### src/rtl/spi_pkg.sv
// Shared SPI definitions: mode encodings, default frame width and receiver FSM states.
package spi_pkg;

  localparam logic Mode1Cpol = 1'b0;
  localparam logic Mode1Cpha = 1'b1;

  localparam int unsigned DataWDefault = 8;

  typedef enum logic {
    StIdle  = 1'b0,
    StShift = 1'b1
  } rx_state_e;

endpackage

### src/rtl/spi_slave_rx_mode1_if.sv
// Bundle of raw SPI lines and the parallel receive outputs of the mode-1 slave receiver.
interface spi_slave_rx_mode1_if
  import spi_pkg::*;
#(
  parameter int unsigned DATA_W = DataWDefault
);

  logic              In_spi_cs_n;
  logic              In_spi_sclk;
  logic              In_spi_mosi;
  logic [DATA_W-1:0] Out_rx_data;
  logic              Out_rx_valid;
  logic              Out_rx_busy;
  logic              Out_rx_abort;

  modport master (
    output In_spi_cs_n,
    output In_spi_sclk,
    output In_spi_mosi,
    input  Out_rx_data,
    input  Out_rx_valid,
    input  Out_rx_busy,
    input  Out_rx_abort
  );

  modport slave (
    input  In_spi_cs_n,
    input  In_spi_sclk,
    input  In_spi_mosi,
    output Out_rx_data,
    output Out_rx_valid,
    output Out_rx_busy,
    output Out_rx_abort
  );

endinterface

### src/rtl/spi_sync_edge.sv
// N-stage synchroniser for an asynchronous line, with one history flop for edge detection.
module spi_sync_edge #(
  parameter int unsigned STAGES    = 2,
  parameter logic        RESET_VAL = 1'b0
) (
  input  logic In_clk,
  input  logic In_rst_n,
  input  logic In_async,
  output logic Out_sync,
  output logic Out_rise,
  output logic Out_fall
);

  logic [STAGES-1:0] sync_q;
  logic              prev_q;

  always_ff @(posedge In_clk) begin
    if (!In_rst_n) begin
      sync_q <= {STAGES{RESET_VAL}};
      prev_q <= RESET_VAL;
    end else begin
      sync_q <= {sync_q[STAGES-2:0], In_async};
      prev_q <= sync_q[STAGES-1];
    end
  end

  always_comb begin
    Out_sync = sync_q[STAGES-1];
    Out_rise = ~prev_q & sync_q[STAGES-1];
    Out_fall = prev_q & ~sync_q[STAGES-1];
  end

endmodule

### src/rtl/spi_slave_rx_mode1.sv
// SPI mode-1 (CPOL=0, CPHA=1, MSB first) slave receiver: samples MOSI on falling SCLK and
// emits each completed word as a one-cycle valid strobe; early CS_N release pulses abort.
module spi_slave_rx_mode1
  import spi_pkg::*;
#(
  parameter int unsigned SYNC_STAGES = 2,
  parameter int unsigned DATA_W      = DataWDefault,
  parameter int unsigned CNT_W       = 4
) (
  input  logic                 In_clk,
  input  logic                 In_rst_n,
  spi_slave_rx_mode1_if.slave  bus
);

  logic sclk_fall, sclk_rise_unused, sclk_sync_unused;
  logic cs_rise, cs_fall, cs_sync_unused;
  logic mosi_sync, mosi_rise_unused, mosi_fall_unused;

  spi_sync_edge #(
    .STAGES    (SYNC_STAGES),
    .RESET_VAL (1'b0)
  ) u_sync_sclk (
    .In_clk   (In_clk),
    .In_rst_n (In_rst_n),
    .In_async (bus.In_spi_sclk),
    .Out_sync (sclk_sync_unused),
    .Out_rise (sclk_rise_unused),
    .Out_fall (sclk_fall)
  );

  spi_sync_edge #(
    .STAGES    (SYNC_STAGES),
    .RESET_VAL (1'b1)
  ) u_sync_cs (
    .In_clk   (In_clk),
    .In_rst_n (In_rst_n),
    .In_async (bus.In_spi_cs_n),
    .Out_sync (cs_sync_unused),
    .Out_rise (cs_rise),
    .Out_fall (cs_fall)
  );

  // Same depth as SCLK so MOSI is aligned with the detected falling edge.
  spi_sync_edge #(
    .STAGES    (SYNC_STAGES),
    .RESET_VAL (1'b0)
  ) u_sync_mosi (
    .In_clk   (In_clk),
    .In_rst_n (In_rst_n),
    .In_async (bus.In_spi_mosi),
    .Out_sync (mosi_sync),
    .Out_rise (mosi_rise_unused),
    .Out_fall (mosi_fall_unused)
  );

  rx_state_e         state_q, state_d;
  logic [DATA_W-1:0] shift_q;
  logic [CNT_W-1:0]  cnt_q;
  logic [DATA_W-1:0] rx_data_q;
  logic              valid_q;
  logic              abort_q;
  logic              busy;
  logic              word_done;

  assign word_done = (state_q == StShift) && sclk_fall && (cnt_q == CNT_W'(DATA_W - 1));

  always_ff @(posedge In_clk) begin
    if (!In_rst_n) begin
      state_q <= StIdle;
    end else begin
      state_q <= state_d;
    end
  end

  always_comb begin
    state_d = state_q;
    unique case (state_q)
      StIdle:  if (cs_fall) state_d = StShift;
      StShift: if (cs_rise) state_d = StIdle;
    endcase
  end

  always_comb begin
    busy = (state_q == StShift);
  end

  always_ff @(posedge In_clk) begin
    if (!In_rst_n) begin
      shift_q   <= '0;
      cnt_q     <= '0;
      rx_data_q <= '0;
      valid_q   <= 1'b0;
      abort_q   <= 1'b0;
    end else begin
      valid_q <= 1'b0;
      abort_q <= 1'b0;
      unique case (state_q)
        StIdle: begin
          if (cs_fall) begin
            shift_q <= '0;
            cnt_q   <= '0;
          end
        end
        StShift: begin
          if (sclk_fall) begin
            shift_q <= {shift_q[DATA_W-2:0], mosi_sync};
            cnt_q   <= word_done ? '0 : cnt_q + 1'b1;
          end
          if (word_done) begin
            rx_data_q <= {shift_q[DATA_W-2:0], mosi_sync};
            valid_q   <= 1'b1;
          end
          // A final edge coinciding with CS release still completes the word cleanly.
          if (cs_rise && !word_done && (cnt_q != '0)) begin
            abort_q <= 1'b1;
          end
        end
      endcase
    end
  end

  assign bus.Out_rx_data  = rx_data_q;
  assign bus.Out_rx_valid = valid_q;
  assign bus.Out_rx_busy  = busy;
  assign bus.Out_rx_abort = abort_q;

endmodule

### src/flat_wrapper.sv
// flat-port wrapper written by rule: the top's interface ports become plain ports
module spi_slave_rx_mode1_flat import spi_pkg::*;
#(
  parameter int unsigned SYNC_STAGES = 2,
  parameter int unsigned DATA_W      = DataWDefault,
  parameter int unsigned CNT_W       = 4
)
  (In_clk, In_rst_n, bus_In_spi_cs_n, bus_In_spi_sclk, bus_In_spi_mosi, bus_Out_rx_data, bus_Out_rx_valid, bus_Out_rx_busy, bus_Out_rx_abort);
  spi_slave_rx_mode1_if #(.DATA_W(DATA_W)) bus_i ();
  input  logic In_clk;
  input  logic In_rst_n;
  input wire logic [$bits(bus_i.In_spi_cs_n)-1:0] bus_In_spi_cs_n;
  input wire logic [$bits(bus_i.In_spi_sclk)-1:0] bus_In_spi_sclk;
  input wire logic [$bits(bus_i.In_spi_mosi)-1:0] bus_In_spi_mosi;
  output wire logic [$bits(bus_i.Out_rx_data)-1:0] bus_Out_rx_data;
  output wire logic [$bits(bus_i.Out_rx_valid)-1:0] bus_Out_rx_valid;
  output wire logic [$bits(bus_i.Out_rx_busy)-1:0] bus_Out_rx_busy;
  output wire logic [$bits(bus_i.Out_rx_abort)-1:0] bus_Out_rx_abort;
  assign bus_i.In_spi_cs_n = bus_In_spi_cs_n;
  assign bus_i.In_spi_sclk = bus_In_spi_sclk;
  assign bus_i.In_spi_mosi = bus_In_spi_mosi;
  assign bus_Out_rx_data = bus_i.Out_rx_data;
  assign bus_Out_rx_valid = bus_i.Out_rx_valid;
  assign bus_Out_rx_busy = bus_i.Out_rx_busy;
  assign bus_Out_rx_abort = bus_i.Out_rx_abort;
  spi_slave_rx_mode1 #(.SYNC_STAGES(SYNC_STAGES), .DATA_W(DATA_W), .CNT_W(CNT_W)) u_core (.In_clk(In_clk), .In_rst_n(In_rst_n), .bus(bus_i));
endmodule
### config.mk
export PLATFORM = sky130hd
export DESIGN_NAME = spi_slave_rx_mode1_flat
export DESIGN_NICKNAME = d
export VERILOG_FILES = /design/src/rtl/spi_pkg.sv /design/src/rtl/spi_slave_rx_mode1_if.sv /design/src/rtl/spi_sync_edge.sv /design/src/rtl/spi_slave_rx_mode1.sv /design/src/flat_wrapper.sv
export SDC_FILE = /design/constraint.sdc
export NUM_CORES = 1
export LEC_CHECK = 0
export ABC_CLOCK_PERIOD_IN_PS = 1750
export CORE_AREA = 2 2 55 95
export DETAILED_ROUTE_END_ITERATION = 10
export DIE_AREA = 0 0 57 97
export PLACE_DENSITY = 0.5
export SETUP_SLACK_MARGIN = 0.5
export SYNTH_ARGS = -nofsm -noshare
export SYNTH_HDL_FRONTEND = slang
export SYNTH_SLANG_ARGS = --single-unit
### constraint.sdc
create_clock -name In_clk -period 1.75 [get_ports In_clk]
set_clock_uncertainty 0.2 [all_clocks]
set_input_delay 0.2625 -clock In_clk [delete_from_list [all_inputs] [get_ports In_clk]]
set_output_delay 0.2625 -clock In_clk [all_outputs]
set_load 0.02 [all_outputs]
Word-level counts from Yosys, hierarchy flattened --
Index checks and enable logic that the tools add are counted.
Word-level totals: logic and storage cells 43, RAM bits 0, bits in latches 0, memories kept 0, bits in registers 30, bits in read-only memories 0, input port bits 5
Operators by class: reduce and logical (&&, ||, !) cells 9, multiply operators 0, equal/unequal tests 3, order comparisons 0, multiplexer cells 12, add/subtract/negate cells 1, divide/modulo/power cells 0, bitwise gates (word level) 7, shift-type cells 0
Operator list (count):
- 7-bit two-way mux | 2
- 7-bit case mux with 2 select lines | 1
- 4-bit two-way mux | 3
- 4-bit case mux with 2 select lines | 1
- 2-bit AND reduction | 3
- 4-bit by 1-bit adder with 4-bit output, second input constant | 1
- 4-bit by 3-bit == test with 1-bit output, second input constant | 1
- 1-bit logical AND | 4
- 1-bit two-way mux | 4
- 2-bit by 1-bit != test with 1-bit output, second input constant | 2
- 1-bit inverter | 4
- 4-bit nonzero test | 1
- 1-bit bitwise AND | 3
- 1-bit case mux with 2 select lines | 1
- 1-bit logical NOT | 1

Longest topological paths before layout --
Gate-level depths: netlist of the first run.
word-level depth 8, depth in mapped cells 5, mapped depth without buffers 4

Modules after synthesis --
From an unflattened synthesis of the first run, not the netlist that was laid out.
Unflattened totals: cells, all modules 121, area, all modules 1179.9 µm²
By module, submodules not included:
- spi_slave_rx_mode1 | instances 1, sequential area each 440.4 µm², cells each 97, area an instance 905.9 µm²
- spi_sync_edge | instances 3, sequential area each 60.1 µm², cells each 8, area an instance 91.3 µm²

Worst setup path after synthesis of the first run --
Ideal clock, no wire load.
kind register to register, start point register u_core.cnt_q[0], end point register u_core.abort_q, in the netlist u_core.bus.Out_rx_abort, setup slack 0.006 ns, arrival time 1.444 ns, stages on the path, launching flop included 6, path buffers 1, required time 1.450 ns, clock period less this slack 1.744 ns, path through dfxtp_1 > ha_1 > and4b_1 > buf_6 > mux2_4 > a2111oi_4
On the way: word-level cells in the longest chain between the ends 6, elaborated cells on any way between the ends 7, those cells by class eq/ne: 1; mux: 1; reduce/logical: 5
RTL lines:
- start, declared | line spi_slave_rx_mode1.sv:58 | logic [CNT_W-1:0] cnt_q;
- start signal, assigned | line spi_slave_rx_mode1.sv:107 | cnt_q <= word_done ? '0 : cnt_q + 1'b1;
- 4-bit by 3-bit == test with 1-bit output | line spi_slave_rx_mode1.sv:65 | assign word_done = (state_q == StShift) && sclk_fall && (cnt_q == CNT_W'(DATA_W - 1));
- 1-bit logical AND | line spi_slave_rx_mode1.sv:65
- 1-bit logical NOT | line spi_slave_rx_mode1.sv:114 | if (cs_rise && !word_done && (cnt_q != '0)) begin
- 1-bit logical AND | line spi_slave_rx_mode1.sv:114
- 1-bit logical AND * | line spi_slave_rx_mode1.sv:114
- 1-bit two-way mux * | line spi_slave_rx_mode1.sv:114
- end signal, assigned | line spi_slave_rx_mode1.sv:93 | abort_q <= 1'b0;
- end signal, assigned | line spi_slave_rx_mode1.sv:96 | abort_q <= 1'b0;
- end signal, assigned | line spi_slave_rx_mode1.sv:115 | abort_q <= 1'b1;
- end, declared | line spi_slave_rx_mode1.sv:61 | logic abort_q;
Every way passes the cells marked *; elsewhere a longest branch is shown, timed or not. A chain may end at the register's enable or synchronous reset.

Worst setup path in the final report of the first run --
start point register u_core.cnt_q[1], end point register u_core.abort_q, in the netlist u_core.bus.Out_rx_abort
The elaborated chain is that of the path after synthesis.

==> metrics.yaml, run 1 <==
antenna_found_initial: 0
cts.sinks: 30
drt_wl_total_microns: 2190
gr-total-overflow: 0
pre_cts_ws_ns: 0.0371
portBuffers: 15
postCtsHoldBufs: 0
yosys-top-cells-area: "dfxtp_1 52%, a22o_1 6.1%, nand3_1 4.4%"
final_cells: 184
reg2reg_slack_ns: 0.19
worstRegToRegCells: 4
io_pins: 16
fill_cells: 521
drt_iter0_markers: 11
yosys_register_bits: 30
cp-startpoint: "u_core.cnt_q[1]$_SDFFE_PN0P_"
yosysWarnings: 0
min_period_ns: 1.56
crit_family: "flip-flops"
wl_per_cell_microns: 11.9
syn2layout_area_growth_pct: 30.2
ant_nets: 0
slew_headroom: 0.779
path_depth: 4
synth_edf_count: 0
finalSetupViolations: 0
crit_path_end: "u_core.bus.Out_rx_abort$_SDFF_PN0_"
multiInputGateArea_sq_um: 509
dieArea_sq_um: 5530
irDropWorstVdd_uv: 445
grt_pass1_vias: 887
tightest_slew_ns: 0.332
cts_buffers: 5
nets: 138
synth.distinct_cells: 29
drive_above_1_share: 0.333
met2_usage: 0.160
ys_seq_area_frac: 0.524
use_met1: 0.0941
hold_path.class: "reg2reg"
clk_path_buf_depth: 2
core_sq_um: 4710
status: "complete, no violations"
yosysTopAreaCell: "dfxtp_1"
firstDrtPassIters: 4
cpMaxStageDelayCell: "dfxtp_4"
routed-via-count: 844
clk_latency_ns: 0.28
rsz0062_at_grt: "true"
grt_use_met3: 0.0361
hpwl_microns: 1640
worstPathCellList: "ha_4, and4b_1, mux2_4, a2111oi_4"
cts-root-buf: "clkbuf_8"
place.gp.congestion: 0.750
fmax_ghz: 0.642
cp-start-kind: "register"
finalCritPeriodShare: 0.890
cts_tree: "yes"
p_total_mw: 1.30
leakage_nw: 0.570
end_kind: "register"
path_buf_inv: 0
rows: 33
slew_viol_final: 0
grt_use_total: 0.0950
busiest_layer: "met2"
worstSetupPathType: "reg2reg"
avgSynthCellArea_sq_um: 10.7
hold_violations: 0
diodes: 0
cp.arrival_ns: 1.54
via_per_inst: 4.59
crit_fanout: 4
regArea_sq_um: 619
worst_slack_ns: 0.192
async_flop_share: 0
clkSlewWorstSetupHoldPaths_ns: 0.06
max_cap_viol_count: 0
syn_inst: 107
drcViolationCount: 0
grt_max_degree: 12
r2r-start: "u_core.cnt_q[1]$_SDFFE_PN0P_"
synthFlopType: "dfxtp_1"
grt_pass1_wl_microns: 3990
slowest_delay_ns: 0.36
worstHoldStart: "u_core.u_sync_cs.sync_q[0]$_SDFF_PN1_"
dp_cells: 172
die_h_microns: 97
synth_area_sq_um: 1150
tns_ns: 0
htreeDepth: 2
required_ns: 1.73
powerDensity_nw_per_um2: 870
fin_util: 0.317
synth_top_area_share: 0.524
die_w_microns: 57
start_util: 0.243
syn_nets: 114
r2r_end: "u_core.bus.Out_rx_abort$_SDFF_PN0_"
cell type report:
type / instances / share of cell area
Sequential cell: 30 / 0.415
Multi-Input combinational cell: 66 / 0.341
Timing Repair Buffer: 24 / 0.129
Clock buffer: 7 / 0.0578
Tap cell: 52 / 0.0436
Inverter: 4 / 0.0101
Clock inverter: 1 / 0.00335
worst register-to-register path: cells and delay by family, from the launching register on:
family / cells / cell delay [ns]
AO/OA/AOI/OAI: 1 / 0.29
adder cells (fa/ha/maj): 1 / 0.16
flip-flops: 1 / 0.36
multiplexers: 1 / 0.27
AND/OR/NAND/NOR: 1 / 0.18
placed cells by master, fill, tap and decap left out, types with 2 or more instances in the layout:
master and n:
clkdlybuf4s50_1 4, nand3_1 10, o21ai_1 8, buf_4 16
and3_4 2, buf_6 2, clkbuf_8 6, nand2_1 2
buf_2 2, dfxtp_4 3, dfxtp_1 21, dfxtp_2 6
a22o_1 8, a21boi_1 9, nand2b_1 3, and2_1 6
nor3_1 2, inv_1 3
layer usage:
metal	vias to the layer above	share of wire
met1	387	0.37
met4	0	0.032
li1	429	-
met2	19	0.55
met5	-	0
met3	9	0.047
metrics by stage:
step | hold WS (ns) | instance area (sq um)
finish | 0.212 | 1490
floorplan | 0.164 | 1180
global placement | 0.193 | 1380
global route | 0.237 | 1490
detailed placement | 0.197 | 1380
CTS | 0.219 | 1460
sequential cells by signal, summed over array words and instances (netlist names), 2 cells and up:
register	cells
u_core.shift_q	7
u_core.u_sync_cs.sync_q	2
u_core.cnt_q	4
u_core.bus.Out_rx_data	8
u_core.u_sync_sclk.sync_q	2
u_core.u_sync_mosi.sync_q	2
report_power, final:
| group | switching, mW | total, mW | leakage, nW | internal, mW |
|---|---|---|---|---|
| combinational | 0.0199 | 0.0503 | 0.275 | 0.0305 |
| clock | 0.236 | 0.552 | 0.0482 | 0.316 |
| sequential | 0.00647 | 0.695 | 0.247 | 0.689 |
| total | 0.263 | 1.30 | 0.570 | 1.04 |
cell usage after synthesis, drive strengths merged, types with 3 or more instances:
master	n
dfxtp	30
nand3	10
a21boi	9
a22o	8
o21ai	8
and2	6
clkbuf	5
inv	4
nand2b	3
cell families after synthesis:
group	count (synthesis)	share of synthesized area
AOI/OAI and AO/OA	30	0.209
adders and majority gates	3	0.0306
buffers and inverters	11	0.0491
DFF	30	0.524
muxes	1	0.0131
and+or+nand+nor	32	0.175
repair_timing:
item,CTS,global route
pin swaps,3,1
setup buffers,3,1
setup endpoints to repair,31,31
endpoints found under the hold margin,0,0
gates resized for setup,45,19
worst min path at each step:
stage	endpoint	slack, ns	depth (start not counted)
final	u_core.u_sync_cs.sync_q[1]$_SDFF_PN1_	0.21	1
after global routing	u_core.u_sync_cs.sync_q[1]$_SDFF_PN1_	0.24	1
after CTS	u_core.u_sync_cs.sync_q[1]$_SDFF_PN1_	0.22	1
after detailed placement	u_core.u_sync_cs.sync_q[1]$_SDFF_PN1_	0.20	1
after global placement	u_core.u_sync_cs.sync_q[1]$_SDFF_PN1_	0.19	1
after floorplan	u_core.u_sync_cs.sync_q[0]$_SDFF_PN1_	0.16	1
Note: power is estimated with default switching activity, not from simulation.
==> inputs of run 2 (changes only) <==
--- a/config.mk
+++ b/config.mk
@@ -5,11 +5,12 @@
 export SDC_FILE = /design/constraint.sdc
 export NUM_CORES = 1
 export LEC_CHECK = 0
-export ABC_CLOCK_PERIOD_IN_PS = 1750
+export ABC_CLOCK_PERIOD_IN_PS = 1780
 export CORE_AREA = 2 2 55 95
+export CTS_BUF_LIST = sky130_fd_sc_hd__clkbuf_4
 export DETAILED_ROUTE_END_ITERATION = 10
 export DIE_AREA = 0 0 57 97
-export PLACE_DENSITY = 0.5
+export PLACE_DENSITY = 0.49
 export SETUP_SLACK_MARGIN = 0.5
 export SYNTH_ARGS = -nofsm -noshare
 export SYNTH_HDL_FRONTEND = slang
==> constraint.sdc (replaced) <==
create_clock -name In_clk -period 1.78 [get_ports In_clk]
set_clock_uncertainty 0.2 [all_clocks]
set_input_delay 0.267 -clock In_clk [delete_from_list [all_inputs] [get_ports In_clk]]
set_output_delay 0.267 -clock In_clk [all_outputs]
set_load 0.02 [all_outputs]
==> run 2 against run 1 <==
  * Worst hold slack better by 0.0062 ns
  * Final cell count increased by 3.8%
  * Global-route usage down 0.36 points
  * Fmax is 1.1% lower
  * Non-clock buffer count grew 7
  * Critical endpoint unchanged
  * Critical path type unchanged
  * Sequential cell count did not move
  * Clock-buffer cell count fell by 2
  * Total power shrank 3.3%
==> metrics.yaml, run 2 (same netlist as run 1, synthesis figures left out) <==
fmax_ghz: 0.635  # -1.1%
powerDensity_nw_per_um2: 764  # -12%
worst_slack_ns: 0.206  # +0.0133 ns
leakage_nw: 0.621  # +8.9%
worstHoldStart: "u_core.u_sync_cs.sync_q[0]$_SDFF_PN1_"
routed-via-count: 901  # +6.8%
diodes: 0  # unchanged
clk_path_buf_depth: 2  # unchanged
tightest_slew_ns: 0.378  # +0.0469 ns
r2r-start: "u_core.cnt_q[1]$_SDFFE_PN0P_"
start_util: 0.243  # unchanged
rsz0062_at_grt: "true"
drcViolationCount: 0  # unchanged
nets: 145  # +5.1%
syn2layout_area_growth_pct: 43.3
tns_ns: 0  # unchanged
slew_headroom: 0.748  # -0.0312
irDropWorstVdd_uv: 438  # -1.7%
max_cap_viol_count: 0  # unchanged
drt_iter0_markers: 13  # +2
grt_pass1_wl_microns: 3950  # -0.88%
hpwl_microns: 1710  # +4.6%
htreeDepth: 2  # unchanged
ant_nets: 0  # unchanged
crit_fanout: 3  # -1
cp-startpoint: "u_core.cnt_q[1]$_SDFFE_PN0P_"
finalCritPeriodShare: 0.884  # -0.00563
slew_viol_final: 0  # unchanged
core_sq_um: 4710  # unchanged
drt_wl_total_microns: 2340  # +7.2%
layout_common_cells: "17 x dfxtp_1, 13 x buf_6, 13 x buf_4"
pre_cts_ws_ns: 0.0510  # +0.0139 ns
cp.arrival_ns: 1.60  # +0.06 ns
firstDrtPassIters: 4  # unchanged
largest_register_ffs: 8  # unchanged
postCtsHoldBufs: 0  # unchanged
hold_path.class: "reg2reg"
cts_buffers: 5  # unchanged
cp-start-kind: "register"
grt_use_total: 0.0914  # -0.00361
clkSlewWorstSetupHoldPaths_ns: 0.10  # +0.04 ns
cts_tree: "yes"
grt_max_degree: 15  # +3
cts-root-buf: "clkbuf_4"
slowest_delay_ns: 0.37  # about the same
clk_latency_ns: 0.33  # +0.05 ns
rows: 33  # unchanged
cts.sinks: 30  # unchanged
place.gp.congestion: 0.769  # +2.5%
gr-total-overflow: 0  # unchanged
cpMaxStageDelayCell: "dfxtp_4"
wl_per_cell_microns: 12.3  # +3.3%
min_period_ns: 1.57  # +0.0167 ns
finalSetupViolations: 0  # unchanged
status: "complete, no violations"
layout_commonest_cell: "dfxtp_1"
die_h_microns: 97  # unchanged
io_pins: 16  # unchanged
portBuffers: 15  # unchanged
end_kind: "register"
hold_violations: 0  # unchanged
via_per_inst: 4.72  # +2.8%
worstPathCellList: "ha_4, and4b_1, mux2_4, a2111oi_4"
required_ns: 1.81  # +0.08 ns
grt_pass1_vias: 891  # +0.45%
dieArea_sq_um: 5530  # unchanged
design_area_sq_um: 1640  # +10%
drive_above_1_share: 0.482  # +0.149
antenna_found_initial: 0  # unchanged
dpl-instance-area_sq_um: 1380  # about the same
worstSetupPathType: "reg2reg"
die_w_microns: 57  # unchanged
[run 2: final cells by class]
cell class / count / area [sq um]
flip-flops and latches: 30 / 624
repair buffers: 31 / 299
clock inverters: 3 / 40.0
clock buffers: 5 / 37.5
well taps: 52 / 65.1
multi-input cells: 66 / 562
fillers: 513 / 3060
inverters: 4 / 15.0
[run 2: final timing paths]
kind / end / slack, ns / cells past startpoint
worst min-delay path: u_core.u_sync_cs.sync_q[1]$_SDFF_PN1_ / 0.22 / 1
worst min register to register: u_core.u_sync_cs.sync_q[1]$_SDFF_PN1_ / 0.22 / 1
worst max register to register: u_core.bus.Out_rx_abort$_SDFF_PN0_ / 0.21 / 4
worst max-delay path: u_core.bus.Out_rx_abort$_SDFF_PN0_ / 0.21 / 4
[run 2: repair_timing]
| item | CTS | global route |
|---|---|---|
| endpoints found under the setup margin | 32 | 33 |
| setup buffers | 8 | 3 |
| gates resized for setup | 73 | 25 |
| pin swaps | 8 | 7 |
[run 2: metrics by stage]
| stage | hold slack, ns | power (mW) | util | instances |
|---|---|---|---|---|
| 4_1_cts | 0.223 | 1.27 | 0.329 | 188 |
| 3_3_place_gp | 0.201 | 0.746 | 0.293 | 172 |
| 3_5_place_dp | 0.200 | 0.746 | 0.293 | 172 |
| 6_report | 0.218 | 1.26 | 0.349 | 191 |
| 5_1_grt | 0.237 | 1.31 | 0.349 | 191 |
| 2_1_floorplan | 0.168 | 0.729 | - | 107 |
[run 2: worst max-delay path: cells and delay by family (launching register included)]
kind	cells	cell delay [ns]
simple gates	1	0.18
flops	1	0.37
mux	1	0.27
fa+ha+maj	1	0.16
compound gates	1	0.28
[run 2: report_power, final]
| part | total, mW | internal [mW] | switching (mW) |
|---|---|---|---|
| Combinational | 0.0545 | 0.0328 | 0.0217 |
| Clock | 0.520 | 0.291 | 0.230 |
| Sequential | 0.681 | 0.676 | 0.00515 |
[run 2: per-layer routing]
| layer | track usage | vias to the layer above | part of all wire |
|---|---|---|---|
| met5 | 0 | - | 0 |
| met4 | 0.0447 | 0 | 0.032 |
| met3 | 0.0334 | 9 | 0.042 |
| met2 | 0.162 | 18 | 0.56 |
| met1 | 0.0903 | 428 | 0.37 |
| li1 | - | 446 | - |
==> inputs of run 3 (changes only) <==
--- a/config.mk
+++ b/config.mk
@@ -6,12 +6,15 @@
 export NUM_CORES = 1
 export LEC_CHECK = 0
 export ABC_CLOCK_PERIOD_IN_PS = 1780
-export CORE_AREA = 2 2 55 95
+export CELL_PAD_IN_SITES_DETAIL_PLACEMENT = 0
+export CELL_PAD_IN_SITES_GLOBAL_PLACEMENT = 1
+export CORE_AREA = 2 2 55 96
 export CTS_BUF_LIST = sky130_fd_sc_hd__clkbuf_4
 export DETAILED_ROUTE_END_ITERATION = 10
-export DIE_AREA = 0 0 57 97
-export PLACE_DENSITY = 0.49
+export DIE_AREA = 0 0 57 98
+export PLACE_DENSITY = 0.58
 export SETUP_SLACK_MARGIN = 0.5
 export SYNTH_ARGS = -nofsm -noshare
 export SYNTH_HDL_FRONTEND = slang
+export SYNTH_HIERARCHICAL = 1
 export SYNTH_SLANG_ARGS = --single-unit
==> run 3 against run 2 <==
  * Core utilization decreased by 2.6 points
  * Worst hold slack better by 0.0047 ns
  * Cell area is 4.7% lower
  * First-iteration DRC count up 15%
  * Global-route usage up 0.59 points
  * Register-to-register slack better by 0.21 ns
  * Clock-buffer cell count increased by 1
  * Die area up 1.0%
  * Setup slack improved by 0.21 ns
  * Sequential cell count unchanged
  * Area after synthesis down 0.98%
  * Synthesized cell count up 8.4%
==> metrics.yaml, run 3 <==
htreeDepth: 2  # unchanged
firstDrtPassIters: 4  # unchanged
min_period_ns: 1.36  # -0.213 ns
worstSetupPathType: "reg2reg"
syn_inst: 116  # +8.4%
antenna_found_initial: 0  # unchanged
leakage_nw: 0.618  # -0.49%
slew_viol_final: 0  # unchanged
routed-via-count: 913  # +1.3%
slew_headroom: 0.839  # +0.0909
hold_violations: 0  # unchanged
cts-root-buf: "clkbuf_4"
ant_nets: 0  # unchanged
grt_pass1_wl_microns: 4200  # +6.3%
diodes: 0  # unchanged
cts_tree: "yes"
finalSetupViolations: 0  # unchanged
io_pins: 16  # unchanged
powerDensity_nw_per_um2: 720  # -5.8%
end_kind: "register"
fmax_ghz: 0.734  # +16%
die_h_microns: 98  # +1.0%
yosysWarnings: 6  # +6
avgSynthCellArea_sq_um: 9.78  # -8.7%
gr-total-overflow: 0  # unchanged
grt_max_degree: 20  # +5
max_cap_viol_count: 0  # unchanged
drive_above_1_share: 0.366  # -0.116
grt_pass1_vias: 885  # -0.67%
cp.arrival_ns: 1.42  # -0.18 ns
hold_path.class: "reg2reg"
portBuffers: 15  # unchanged
die_w_microns: 57  # unchanged
crit_fanout: 8  # +5
hpwl_microns: 1640  # -4.2%
finalCritPeriodShare: 0.765  # -0.120
pre_cts_ws_ns: 0.266  # +0.215 ns
layout_common_cells: "19 x dfxtp_1, 11 x buf_4, 11 x nor2_1"
drcViolationCount: 0  # unchanged
final_cells: 199  # +4.2%
fin_util: 0.323  # -0.0263
drt_iter0_markers: 15  # +2
core_sq_um: 4850  # +3.0%
syn_nets: 123  # +7.9%
place.gp.congestion: 0.701  # -8.9%
cts.sinks: 30  # unchanged
rows: 34  # +3.0%
dp_cells: 184  # +7.0%
syn2layout_area_growth_pct: 37.9
cp-start-kind: "register"
p_total_mw: 1.13  # -10%
irDropWorstVdd_uv: 391  # -11%
wl_per_cell_microns: 12.4  # +1.3%
drt_wl_total_microns: 2470  # +5.6%
grt_use_total: 0.0973  # +0.00590
clk_latency_ns: 0.32  # about the same
tns_ns: 0  # unchanged
start_util: 0.234  # -0.00948
dieArea_sq_um: 5590  # +1.0%
rsz0062_at_grt: "true"
layout_commonest_cell: "dfxtp_1"
status: "complete, no violations"
cts_buffers: 5  # unchanged
via_per_inst: 4.59  # -2.7%
required_ns: 1.83  # +0.02 ns
clkSlewWorstSetupHoldPaths_ns: 0.09  # about the same
largest_register_ffs: 8  # unchanged
synth_area_sq_um: 1130  # -0.98%
clk_path_buf_depth: 2  # unchanged
nets: 151  # +4.1%
postCtsHoldBufs: 0  # unchanged
worst_slack_ns: 0.418  # +0.213 ns
tightest_slew_ns: 0.237  # -0.141 ns
## run 3: critical path, cell delays in order, from the launching register on
cell and delay [ns]:
dfxtp_1 0.31, nor2b_4 0.22, and4b_4 0.34, nand3_1 0.11, a21oi_1 0.12
## run 3: metrics by stage
stage	hold slack (ns)	cell area [sq um]
4_1_cts	0.230	1480
3_5_place_dp	0.209	1350
2_1_floorplan	0.140	1150
6_report	0.222	1570
3_3_place_gp	0.195	1350
5_1_grt	0.253	1570
## run 3: power by group
part / internal [mW] / total, mW / switching [mW]
clock network: 0.163 / 0.377 / 0.213
registers: 0.679 / 0.684 / 0.00524
logic: 0.0344 / 0.0661 / 0.0318
## run 3: repair_timing
action / in CTS / in global routing
resized for setup: 72 / 25
cloned: 2 / 0
pin swaps: 2 / 4
buffers inserted: 4 / 1
setup endpoints to repair: 32 / 32
## run 3: final timing paths
path,from,endpoint,slack (ns),cells past startpoint
worst min register to register,u_core/u_sync_cs/sync_q[0]$_SDFF_PN1_,u_core/u_sync_cs/sync_q[1]$_SDFF_PN1_,0.22,1
worst max-delay path,u_core/u_sync_sclk/prev_q$_SDFF_PN0_,u_core/bus.Out_rx_data[6]$_SDFFE_PN0P_,0.42,4
worst min-delay path,u_core/u_sync_cs/sync_q[0]$_SDFF_PN1_,u_core/u_sync_cs/sync_q[1]$_SDFF_PN1_,0.22,1
worst max register to register,u_core/u_sync_sclk/prev_q$_SDFF_PN0_,u_core/bus.Out_rx_data[6]$_SDFFE_PN0P_,0.42,4
## run 3: layout make-up
class,count,area (sq um)
Fill cell,532,3280
Clock buffer,6,45.0
Tap cell,54,67.6
Timing Repair Buffer,24,233
Inverter,4,15.0
Multi-Input combinational cell,79,579
Clock inverter,2,8.76
Sequential cell,30,617
## run 3: metal layers
metal	track usage	part of all wire	routed length [microns]	vias to the layer above
li1	-	-	-	465
met1	0.0916	0.37	921	429
met2	0.182	0.56	1400	14
met3	0.0278	0.038	94	5
met4	0.0501	0.024	59	0
met5	0	0	0	-
